**src/rtl/intr_sched_pkg.sv**
```systemverilog
// Shared definitions for the interrupt scheduler: FSM/grant encodings,
// dispatch priority and default parameters.
package intr_sched_pkg;

  typedef enum logic [1:0] {
    ST_IDLE  = 2'd0,
    ST_OFFER = 2'd1,
    ST_HOLD  = 2'd2
  } state_e;

  typedef enum logic [1:0] {
    GNT_NONE = 2'd0,
    GNT_NXM  = 2'd1,
    GNT_PI   = 2'd2,
    GNT_TIM  = 2'd3
  } grant_e;

  localparam int TIMER_DIV_DEF = 4096;
  localparam int PI_SYNC_DEF   = 2;
  localparam int CNT_W         = 16;

  // Dispatch priority: NXM > PI > TIMER
  function automatic grant_e pick_grant(input logic nxm, input logic pi, input logic tim);
    if (nxm)      return GNT_NXM;
    else if (pi)  return GNT_PI;
    else if (tim) return GNT_TIM;
    else          return GNT_NONE;
  endfunction

  // Offer vector ordered {nxm, pi, tim}
  function automatic logic [2:0] grant_onehot(input grant_e g);
    case (g)
      GNT_NXM: return 3'b100;
      GNT_PI:  return 3'b010;
      GNT_TIM: return 3'b001;
      default: return 3'b000;
    endcase
  endfunction

endpackage

```
**src/rtl/intr_sync.sv**
```systemverilog
// STAGES-deep level synchronizer with asynchronous active-low reset.
// Runs on every clock edge, independent of any clock enable.
module intr_sync #(
  parameter int STAGES = 2
) (
  input  logic clk,
  input  logic rst,
  input  logic i_d,
  output logic o_q
);

  logic [STAGES-1:0] r_sync;

  always_ff @(posedge clk or negedge rst) begin
    if (!rst) r_sync <= '0;
    else      r_sync <= {r_sync[STAGES-2:0], i_d};
  end

  assign o_q = r_sync[STAGES-1];

endmodule

```
**src/rtl/intr_sched.sv**
```systemverilog
// Interrupt request scheduler: pending latches, interval-timer prescaler and
// one-at-a-time offer FSM. Define INTR_SCHED_STATS_EN for grant counters.
module intr_sched
  import intr_sched_pkg::*;
#(
  parameter int TIMER_DIV = TIMER_DIV_DEF,
  parameter int PI_SYNC   = PI_SYNC_DEF
) (
  input  logic        clk,
  input  logic        rst,
  input  logic        clken,
  input  logic        piREQ,
  input  logic        nxmREQ,
  input  logic        timerEN,
  input  logic        intrACK,
  input  logic        timerCLR,
  output logic        nxmINTR,
  output logic        piINTR,
  output logic        timerINTR,
`ifdef INTR_SCHED_STATS_EN
  output logic [0:47] statsCNT,
`endif
  output logic        timerOVR
);

  localparam logic [15:0] DIV_LAST = 16'(TIMER_DIV - 1);

  logic        w_pi_sync;
  logic        w_tick;
  logic        w_ack;
  grant_e      w_pick;
  logic [15:0] r_pre;
  logic        r_nxm_pend;
  logic        r_tim_pend;
  logic        r_tim_ovr;
  state_e      r_state;
  grant_e      r_grant;
  logic [2:0]  r_offer;

  intr_sync #(.STAGES(PI_SYNC)) u_sync (
    .clk (clk),
    .rst (rst),
    .i_d (piREQ),
    .o_q (w_pi_sync)
  );

  assign w_tick = timerEN && (r_pre == DIV_LAST);
  assign w_ack  = (r_state == ST_OFFER) && intrACK;
  assign w_pick = pick_grant(r_nxm_pend, w_pi_sync, r_tim_pend);

  always_ff @(posedge clk or negedge rst) begin
    if (!rst)                  r_pre <= '0;
    else if (clken) begin
      if (!timerEN || w_tick)  r_pre <= '0;
      else                     r_pre <= r_pre + 16'd1;
    end
  end

  // A tick coinciding with timerCLR wins the pending bit but still clears overrun
  always_ff @(posedge clk or negedge rst) begin
    if (!rst) begin
      r_tim_pend <= 1'b0;
      r_tim_ovr  <= 1'b0;
    end else if (clken) begin
      if (w_tick) begin
        r_tim_pend <= 1'b1;
        r_tim_ovr  <= !timerCLR && (r_tim_ovr || r_tim_pend);
      end else if (timerCLR) begin
        r_tim_pend <= 1'b0;
        r_tim_ovr  <= 1'b0;
      end else if (w_ack && r_grant == GNT_TIM) begin
        r_tim_pend <= 1'b0;
      end
    end
  end

  always_ff @(posedge clk or negedge rst) begin
    if (!rst)                                  r_nxm_pend <= 1'b0;
    else if (clken) begin
      if (nxmREQ)                              r_nxm_pend <= 1'b1;
      else if (w_ack && r_grant == GNT_NXM)    r_nxm_pend <= 1'b0;
    end
  end

  always_ff @(posedge clk or negedge rst) begin
    if (!rst) begin
      r_state <= ST_IDLE;
      r_grant <= GNT_NONE;
      r_offer <= 3'b000;
    end else if (clken) begin
      case (r_state)
        ST_IDLE: if (w_pick != GNT_NONE) begin
          r_grant <= w_pick;
          r_offer <= grant_onehot(w_pick);
          r_state <= ST_OFFER;
        end
        ST_OFFER: if (intrACK) begin
          r_offer <= 3'b000;
          r_state <= ST_HOLD;
        end else if ((r_grant == GNT_PI && !w_pi_sync) ||
                     (r_grant == GNT_TIM && timerCLR)) begin
          r_offer <= 3'b000;
          r_grant <= GNT_NONE;
          r_state <= ST_IDLE;
        end
        ST_HOLD: begin
          r_grant <= GNT_NONE;
          r_state <= ST_IDLE;
        end
        default: begin
          r_offer <= 3'b000;
          r_grant <= GNT_NONE;
          r_state <= ST_IDLE;
        end
      endcase
    end
  end

  assign {nxmINTR, piINTR, timerINTR} = r_offer;
  assign timerOVR = r_tim_ovr;

`ifdef INTR_SCHED_STATS_EN
  logic [CNT_W-1:0] r_nxm_cnt, r_pi_cnt, r_tim_cnt;

  always_ff @(posedge clk or negedge rst) begin
    if (!rst) begin
      r_nxm_cnt <= '0;
      r_pi_cnt  <= '0;
      r_tim_cnt <= '0;
    end else if (clken && w_ack) begin
      case (r_grant)
        GNT_NXM: if (r_nxm_cnt != '1) r_nxm_cnt <= r_nxm_cnt + 1'b1;
        GNT_PI:  if (r_pi_cnt  != '1) r_pi_cnt  <= r_pi_cnt  + 1'b1;
        GNT_TIM: if (r_tim_cnt != '1) r_tim_cnt <= r_tim_cnt + 1'b1;
        default: ;
      endcase
    end
  end

  assign statsCNT = {r_nxm_cnt, r_pi_cnt, r_tim_cnt};
`endif

endmodule
```
**config.mk**
```make
export PLATFORM = sky130hd
export DESIGN_NAME = intr_sched
export DESIGN_NICKNAME = d
export VERILOG_FILES = /design/src/rtl/intr_sched_pkg.sv /design/src/rtl/intr_sync.sv /design/src/rtl/intr_sched.sv
export SDC_FILE = /design/constraint.sdc
export NUM_CORES = 1
export LEC_CHECK = 0
export CAP_MARGIN = 20
export CORE_UTILIZATION = 26
export CTS_CLUSTER_SIZE = 25
export DETAILED_ROUTE_END_ITERATION = 12
export GPL_TIMING_DRIVEN = 0
export PLACE_DENSITY_LB_ADDON = 0.05
export REMOVE_ABC_BUFFERS = 1
export SLEW_MARGIN = 20
export SYNTH_ARGS = -nofsm -noshare
export SYNTH_HDL_FRONTEND = slang
export SYNTH_SLANG_ARGS = --single-unit
```
**constraint.sdc**
```tcl
create_clock -name clk -period 3.6 [get_ports clk]
set_input_delay 1.08 -clock clk [delete_from_list [all_inputs] [get_ports clk]]
set_output_delay 1.08 -clock clk [all_outputs]
set_load 0.05 [all_outputs]
```
# After elaboration in Yosys (flattened, before gate mapping)

Cells that the tools add are included.

Add/sub/neg operators: 1
Equality and inequality tests: 13
Muxes and demuxes: 23
Bitwise logic cells: 1
Reductions and logical operators: 24

Operators with widths:

| cell                  | count |
|---|---|
| $pmux 3 s3            | 2 |
| $add 16x1->16 const B | 1 |
| $eq 16x12->1 const B  | 1 |
| $mux 16               | 1 |
| $mux 2                | 8 |
| $eq 2x2->1 const B    | 5 |
| $mux 3                | 3 |
| $pmux 2 s2            | 2 |
| $reduce_and 4->1      | 2 |
| $logic_and 1x1->1     | 7 |
| $mux 1                | 7 |
| $eq 2x1->1 const B    | 3 |
| $reduce_and 2->1      | 3 |
| $reduce_bool 2->1     | 3 |
| $ne 2x2->1 const B    | 2 |
| $logic_not 1->1       | 3 |
| $logic_or 1x1->1      | 3 |
| $ne 3x2->1 const B    | 1 |
| $reduce_and 3->1      | 1 |
| $reduce_bool 3->1     | 1 |
| $logic_not 2->1       | 1 |
| $ne 2x1->1 const B    | 1 |
| $not 1->1             | 1 |

Flip-flop bits (word level): 28
Output and inout port bits: 4

# Depth between registers and ports, before layout

Depth in word-level cells: 7
Mapped depth: 6
Mapped depth without buffers: 5

# Cells and area by module

From an unflattened synthesis, not the netlist that was laid out.

Cell total of the unflattened synthesis: 152
Area, all modules: 1,457.6 sq um

By module, submodules not included:

| module     | instances | cells each | area an instance (sq um) | seq. area each (sq um) |
|---|---|---|---|---|
| intr_sched | 1         | 150        | 1,407.6                  | 650.6 |
| intr_sync  | 1         | 2          | 50.0                     | 50.0 |

# Worst setup path after synthesis

No wires, ideal clock.

Path type: input -> register
Start point: in clken
End point: reg r_pre[4]
Setup time: 0.132 ns
Data arrival time: 2.026 ns
Required time: 3.468 ns
Slack: 1.442 ns
Cell stages on the path: 6
Path buffers: 3
Cells stage by stage: buf_2 > buf_1 > clkbuf_1 > o21ai_0 > nand2_1 > o31ai_1

RTL lines:

| what                 | RTL line         | text |
|---|---|---|
| from (decl)          | intr_sched.sv:11 | `input logic clken,` |
| to (signal assigned) | intr_sched.sv:55 | `else r_pre <= r_pre + 16'd1;` |
| to (decl)            | intr_sched.sv:32 | `logic [15:0] r_pre;` |

==> metrics <==
per-cell routed wire length 14.0 microns; status finished clean; type of the worst setup path in -> reg; #FFs+latches synth 28; PortBufs 11; Pre-antenna DRT Iters 4; synth warn 0; Vias/cell 4.85; number of CTS-inserted buffers 3; Final nets 178; final worst path period need 3.11 ns; Ports 12; worst slack, placed 0.218 ns; Leak 0.732 nW; area grow syn2layout 14.0%; Antenna Violating Nets Remaining 0; Starting Density 27.1%; largest net degree at the start of global routing 30; count leader, synth dfrtp_1; crit path launch type primary input; initial detailed-routing violation count 66; ys flop type dfrtp_1; total die area 6050 sq um; max-cap viol count 0; Syn Inst Count 158; max-slew violation count 0; area occupied by multi-input gates 732 sq um; grt ovf 0; # fillers 572; Inst Count DP 236; Fmax achieved 321 MHz; Setup TNS Final 0 ns; total core area 5510 sq um; synthesized cell area 1490 sq um; post-layout util 30.9%; Slew headroom 29.9%; ratio of cells with drive above 1 in the final layout 7.19%; Synth async-reset ratio 100%; period utilization 86.4%; Non-Filler Instances 239; Cell Pwr Density 455 nW/um^2; PnR worst setup slack 0.489 ns; slowest CP cell clkdlybuf4s50_1; number of global-route vias before repair 1144; unrepaired setup endpoints after global routing no; Synth area leaders dfrtp_1 (47%), xnor2_1 (4.1%), nor2_1 (4.0%); Worst VDD drop 0.210 mV; Cell Area, Placed 1660 sq um; Skew-Pair Late Insertion Delay 0.27 ns; max incr delay on CP 1.16 ns; # diodes 0; cell area after layout 1700 sq um; Worst Setup End Kind register; Detail Placement HPWL 2310 microns; FF+latch area 701 sq um; Netlist cell types 42; worst hold path class reg -> reg; commonest cells in the netlist dfrtp_1 (28), nor2_1 (16), nand2_1 (14); Layout Skew 0.00207 ns; CP arrival 3.30 ns; first-pass GRT wire length 5640 microns; Critical Path RT 3.79 ns; drt drc 0; cell taking the most area after synthesis dfrtp_1; Clock Path Buffers 2; H-tree levels 1; post-CTS setup buffers 0; post_cts resized 0; final setup fails 0; CTS Root Cell clkbuf_8; sequential share of the synthesized area 46.9%; # clock sinks 28; Post-synth EDFFs 0; hold slack final 0.359 ns; cts hold-fix bufs 0; antenna violations before repair 0; FP Rows 27; Final GP Congestion 0.793; Die Y 77.8 microns; TritonCTS clock tree done; Yosys top cell area share 46.9%; Reg clk slew, reported paths 0.10 ns; Tot Pwr 0.774 mW; via count 1159; Tightest Pin Transition 1.05 ns; Post-Route WL 3340 microns; critical path cell sequence clkdlybuf4s50_1, inv_1, or2_2, o31ai_1; Horiz. Die Dim 77.8 microns; Total GRT Usage 12.0%; Avg Synthesized Cell Area 9.46 sq um; worst-path maximum fanout 29; final hold vios 0
layer usage:
layer | global-route usage [%] | routed length (microns)
met1 | 17.6 | 1790
met2 | 17.3 | 1370
met3 | 2.24 | 123
met4 | 3.96 | 44
met5 | 0 | 0
worst max-delay path: cells and delay by family:
family / cells / cell delay [ns]
compound gates: 1 / 0.21
simple gates: 1 / 0.45
buf+inv: 2 / 1.54
sequential cells by signal (all words and copies together) (netlist names):
signal and cells:
r_offer 3, r_nxm_pend 1, u_sync.r_sync 2, r_pre 16
r_tim_pend 1, r_grant 2, timerOVR 1, r_state 2
where the power goes:
group          switching [mW]  internal, mW
clock                   0.100        0.0752
combinational           0.118        0.0831
sequential             0.0487         0.350
area by class of cell:
class | instances | share of cell area [%]
Inverter | 9 | 1.98
Multi-Input combinational cell | 116 | 43.0
Sequential cell | 28 | 41.1
Timing Repair Buffer | 11 | 6.17
Tap cell | 72 | 5.29
Clock buffer | 3 | 2.42
cell families (layout without fill, tap and decap cells):
family,Yosys count,in the layout,share of synthesized area [%]
simple gates,71,71,25.6
mux,1,1,0.670
buf+inv,14,23,4.10
fa+ha+maj,1,1,0.837
compound gates,35,35,17.2
flops,28,28,46.9
xor+xnor,8,8,4.69
final timing paths:
check                                                 from  slack [ns]                         end  cells after the start
max in group asynchronous                              rst        2.34      r_grant[0]$_DFFE_PN0P_                      1
worst min register to register  u_sync.r_sync[0]$_DFF_PN0_        0.36  u_sync.r_sync[1]$_DFF_PN0_                      0
worst max register to register        r_pre[0]$_DFFE_PN0P_        1.48       r_pre[14]$_DFFE_PN0P_                      5
min in group asynchronous                              rst        0.83      r_offer[2]$_DFFE_PN0P_                      1
worst min-delay path            u_sync.r_sync[0]$_DFF_PN0_        0.36  u_sync.r_sync[1]$_DFF_PN0_                      0
worst max-delay path                                 clken        0.49        r_pre[6]$_DFFE_PN0P_                      4
cells in the final DEF (no fill, tap or decap), types with 2 or more instances in the layout:
cell type,n
clkbuf_8,3
clkdlybuf4s50_1,10
a21o_1,2
o31ai_1,3
and3_1,2
nand4_1,5
nor3_1,3
o21ai_0,10
inv_1,9
nor2b_1,3
a21oi_1,6
nand2_1,14
and2_1,2
xnor2_1,7
dfrtp_1,28
nor4_1,6
nand2b_1,2
or2_2,3
o2bb2ai_1,4
nor2_1,16
nand3_1,9
Power figures use the tool's default switching activity.
==> RTL change 1 (config.mk and constraints unchanged) <==
`PI_SYNC_DEF`: 2 -> 4.
--- a/src/rtl/intr_sched_pkg.sv
+++ b/src/rtl/intr_sched_pkg.sv
@@ -16,7 +16,7 @@
   } grant_e;
 
   localparam int TIMER_DIV_DEF = 4096;
-  localparam int PI_SYNC_DEF   = 2;
+  localparam int PI_SYNC_DEF   = 4;
   localparam int CNT_W         = 16;
 
   // Dispatch priority: NXM > PI > TIMER
Check against the original RTL: not equivalent (Yosys sat finds a counterexample within 4 cycles, from zero or initial values and one cycle with rst low).
==> RTL change 1 against the unedited design <==
Sequential cell count up 2; via count up 5.2%; cell count increased by 3.8%; wire length down 1.1%; power grew 18%; area after synthesis is essentially flat; maximum frequency grew 5.0%; worst setup slack better by 150 ps; cell area rose by 3.8%; critical endpoint is now r_pre[14]$_DFFE_PN0P_.
==> RTL change 1: results (changes against the unedited design) <==
| Metric | Value |
|---|---|
| Status | `finished, final reports clean` |
| Fillers | `606 (+5.9%)` |
| Avg Vias per Cell | `4.915 (+1.4%)` |
| RePlAce Congestion | `0.7541 (-4.9%)` |
| Inverters | `11 (+2)` |
| Multi-input combinational area share | `38.00% (-5.0 points)` |
| Clk. pwr | `337 µW (+93%)` |
| Worst Hold Class | `flip-flop to flip-flop` |
| Placed Cells | `240 (+1.7%)` |
| Initial antenna violation count | `0 (unchanged)` |
| Layout non-clock buf frac | `5.945% (-0.23 points)` |
| Largest net degree at the start of global routing | `31 (+3.3%)` |
| Gate Count Post-Synth | `163 (+3.2%)` |
| Leak pwr | `0.6951 nW (-5.1%)` |
| Layout cells sized above 1 | `6.250% (-0.94 points)` |
| Clock Skew | `5.399 ps (+3.333 ps)` |
| Non-clock buffer total of the final layout | `11 (unchanged)` |
| Maximum vdd drop | `186.9 µV (-11%)` |
| ClkCell Share | `6.157% (+3.7 points)` |
| Largest registers | `r_pre (16), u_sync.r_sync (4), r_offer (3)` |
| CTS buffer count | `5 (+2)` |
| Final cell count without fillers | `248 (+3.8%)` |
| Avg WL per Cell | `13.30 µm (-4.7%)` |
| Worst-Margin Slew | `820.1 ps (-228.8 ps)` |
| 1st-iter DRT viols | `63 (-4.5%)` |
| GRT Util Overall | `12.42% (+0.46 points)` |
| First-pass GRT wire length | `5.754 mm (+2.1%)` |
| Seq/total area | `42.46% (+1.3 points)` |
| Worst EP arrival | `3110 ps (-190 ps)` |
| Seq/Total Area, Yosys | `50.21% (+3.3 points)` |
| Resized cells post-CTS | `0 (unchanged)` |
| Num sequential | `30 (+7.1%)` |
| Nets@finish | `184 (+3.4%)` |
| Synth cell count leaders | `30 x dfrtp_1, 20 x nor2_1, 14 x nand2_1` |
| Clk slew on worst S/H paths | `70 ps (-30 ps)` |
| Yosys cell types | `34 (-19%)` |
| Synth area leaders | `dfrtp_1 50%, xnor2_1 6.4%, nor2_1 5.0%` |
| H-tree depth | `2 (+1)` |
| DP HPWL | `2.223 mm (-3.9%)` |
| P_int | `634.4 µW (+25%)` |
| CP Max Fanout | `24 (-17%)` |
| Logic pwr share | `17.0% (-8.9 points)` |
| CP peak stage delay | `1000 ps (-160 ps)` |
==> RTL change 1: cell count changes after synthesis, sizes merged, moves of 3 or more <==
cell / before / now
o31ai: 3 / 0
a21oi: 6 / 3
o2bb2ai: 4 / 0
nor2: 16 / 20
xnor2: 7 / 11
or2: 3 / 0
nor3: 3 / 7
==> RTL change 1: kinds of logic after synthesis <==
logic type / after synthesis / share of synthesized area [%]
flip-flops: 30 / 50.21
adder cells (fa/ha/maj): 1 / 0.8367
AND/OR/NAND/NOR: 75 / 24.77
XOR/XNOR: 11 / 6.443
AO/OA/AOI/OAI: 29 / 12.89
buffers and inverters: 17 / 4.853
==> RTL change 1: metal layers <==
layer	GRT usage, %	vias to the layer above	share of wire [%]
met5	0	-	0
met4	6.604	0	2.3
met3	3.529	9	3.3
met2	19.56	21	48
met1	15.31	589	47
li1	-	600	-
==> RTL change 1: path summary, 6_finish.rpt <==
kind	from	to	slack, ps	cells past startpoint
min in group asynchronous	rst	r_state[0]$_DFFE_PN0P_	840	1
hold reg to reg	u_sync.r_sync[2]$_DFF_PN0_	u_sync.r_sync[3]$_DFF_PN0_	350	0
max in group asynchronous	rst	r_pre[12]$_DFFE_PN0P_	2320	1
setup / recovery	clken	r_pre[14]$_DFFE_PN0P_	640	5
hold / removal	u_sync.r_sync[2]$_DFF_PN0_	u_sync.r_sync[3]$_DFF_PN0_	350	0
setup reg to reg	r_pre[0]$_DFFE_PN0P_	r_pre[13]$_DFFE_PN0P_	1080	5
==> RTL change 1: per-stage QoR <==
step / worst slack [ps] / power [mW] / cell area (µm²)
final: 638.0 / 0.9145 / 1768
after global routing: 458.9 / 0.9736 / 1768
after CTS: 639.0 / 0.9336 / 1768
after detailed placement: 342.2 / 0.5858 / 1659
after global placement: 276.5 / 0.5845 / 1664
after floorplan: 1476 / 0.5202 / 1464
==> RTL change 2 (config.mk and constraints unchanged) <==
Without the edit above. Register the output `timerINTR`, with the module's reset; this adds one clock of latency there. The other outputs are not delayed to match.
--- a/src/rtl/intr_sched.sv
+++ b/src/rtl/intr_sched.sv
@@ -24,6 +24,8 @@
 );
 
   localparam logic [15:0] DIV_LAST = 16'(TIMER_DIV - 1);
+
+  logic timerINTR_d;
 
   logic        w_pi_sync;
   logic        w_tick;
@@ -116,7 +118,7 @@
     end
   end
 
-  assign {nxmINTR, piINTR, timerINTR} = r_offer;
+  assign {nxmINTR, piINTR, timerINTR_d} = r_offer;
   assign timerOVR = r_tim_ovr;
 
 `ifdef INTR_SCHED_STATS_EN
@@ -140,4 +142,12 @@
   assign statsCNT = {r_nxm_cnt, r_pi_cnt, r_tim_cnt};
 `endif
 
+  always_ff @(posedge clk or negedge rst) begin
+    if (!rst) begin
+      timerINTR <= '0;
+    end else begin
+      timerINTR <= timerINTR_d;
+    end
+  end
+
 endmodule
Check against the original RTL: same outputs for any inputs over 10 cycles, from zero or initial values and one cycle with rst low; that may be too few to reach the edited logic, so the function may still have changed.
==> RTL change 2 against the unedited design <==
Area after synthesis increased by 0.34%; wire length increased by 0.66%; clock skew up 1.7 ps; worst setup slack improved by 550 ps; non-clock buffer count unchanged; power rose by 15%; utilization is 0.38 points higher; cell area up 1.8%; sequential cell count increased by 1; critical path depth is 1 higher; first-iteration DRC count grew 11%.
==> RTL change 2: results (changes against the unedited design) <==
| Metric | Value |
|---|---|
| Largest registers | `r_pre (16), r_offer (3)` |
| Layout cells sized above 1 | `5.814% (-1.4 points)` |
| GRT Util Overall | `12.56% (+0.59 points)` |
| RePlAce Congestion | `0.7374 (-7.0%)` |
| DP HPWL | `2.236 mm (-3.3%)` |
| Global route overflow | `0 (unchanged)` |
| First-pass GRT wire length | `5.865 mm (+4.0%)` |
| Largest net degree at the start of global routing | `39 (+30%)` |
| Final WL | `3.358 mm (+0.66%)` |
| FF-to-FF End | `r_pre[13]$_DFFE_PN0P_` |
| Leak pwr | `0.6781 nW (-7.4%)` |
| Placed cell areas | `1654 µm² (-0.45%)` |
| Clk slew on worst S/H paths | `60 ps (-40 ps)` |
| Nets@finish | `180 (+1.1%)` |
| # port buffers | `11 (unchanged)` |
| Clock Skew | `3.772 ps (+1.706 ps)` |
| Synth area leaders | `dfrtp_1 48%, xnor2_1 5.8%, a21oi_1 4.7%` |
| Status | `finished, final reports clean` |
| Avg Cell Area, Syn | `9.427 µm² (-0.30%)` |
| Reg2reg setup slack | `1730 ps (+250 ps)` |
| CP peak stage delay | `530 ps (-630 ps)` |
| CTS buffer count | `5 (+2)` |
| Dpl ws | `762.2 ps (+544.5 ps)` |
| Worst slew margin | `54.23% (+24 points)` |
| Vias in the first global route | `1180 (+3.1%)` |
| Crit-path slowest cell | `buf_2` |
| Postcts setup bufs | `0 (unchanged)` |
| Avg WL per Cell | `13.76 µm (-1.4%)` |
| Seq/Total Area, Yosys | `48.41% (+1.5 points)` |
| 1st-iter DRT viols | `73 (+11%)` |
| Cell family with most CP delay | `simple AND/OR/NAND/NOR gates` |
| Worst hold slack | `362.9 ps (+3.564 ps)` |
| Worst EP arrival | `2690 ps (-610 ps)` |
| Fillers | `585 (+2.3%)` |
| Worst Hold Class | `flip-flop to flip-flop` |
| CP Max Fanout | `38 (+31%)` |
| H-tree depth | `2 (+1)` |
| Synth cell count leaders | `29 x dfrtp_1, 16 x nand2_1, 14 x a21oi_1` |
| Yosys cell types | `39 (-7.1%)` |
| Avg Vias per Cell | `4.869 (+0.40%)` |
| Maximum vdd drop | `266.4 µV (+27%)` |
| Antenna Violating Nets Remaining | `0 (unchanged)` |
[RTL change 2: area by class of cell]
| cell class | count | area (µm²) | area share [%] |
|---|---|---|---|
| clock buffer | 8 | 80.08 | 4.618 |
| tap | 72 | 90.09 | 5.195 |
| timing repair buffer | 11 | 100.1 | 5.772 |
| sequential | 29 | 725.7 | 41.85 |
| inverter | 11 | 41.29 | 2.381 |
| multi-input combinational | 113 | 696.9 | 40.19 |
[RTL change 2: cells by family (layout without fill, tap and decap cells)]
kind of cell	Yosys count	count (layout)	share of synthesized area, %
compound gates	41	41	16.95
xor+xnor	12	12	7.012
buf+inv	17	30	5.092
fa+ha+maj	1	1	0.8346
simple gates	59	59	21.70
flops	29	29	48.41
[RTL change 2: worst max-delay path by stage]
stage / from / end / slack (ps) / depth (start not counted)
final: clken / r_pre[14]$_DFFE_PN0P_ / 1040 / 5
after global routing: clken / r_pre[14]$_DFFE_PN0P_ / 830 / 5
after CTS: clken / r_pre[14]$_DFFE_PN0P_ / 1070 / 5
after detailed placement: clken / r_pre[14]$_DFFE_PN0P_ / 760 / 5
after global placement: clken / r_pre[14]$_DFFE_PN0P_ / -240 / 5
after floorplan: clken / r_pre[14]$_DFFE_PN0P_ / 1680 / 4
[RTL change 2: layer usage]
| layer | global-route usage, % | vias up | part of all wire, % |
|---|---|---|---|
| li1 | - | 593 | - |
| met1 | 17.40 | 556 | 51 |
| met2 | 18.32 | 35 | 43 |
| met3 | 3.882 | 4 | 5.4 |
| met4 | 4.444 | 0 | 0.74 |
| met5 | 0 | - | 0 |
[RTL change 2: power by group]
part	internal [mW]	leakage [nW]	switching [mW]
registers	0.370	0.383	0.0435
logic	0.0802	0.255	0.138
clock network	0.137	0.0395	0.123
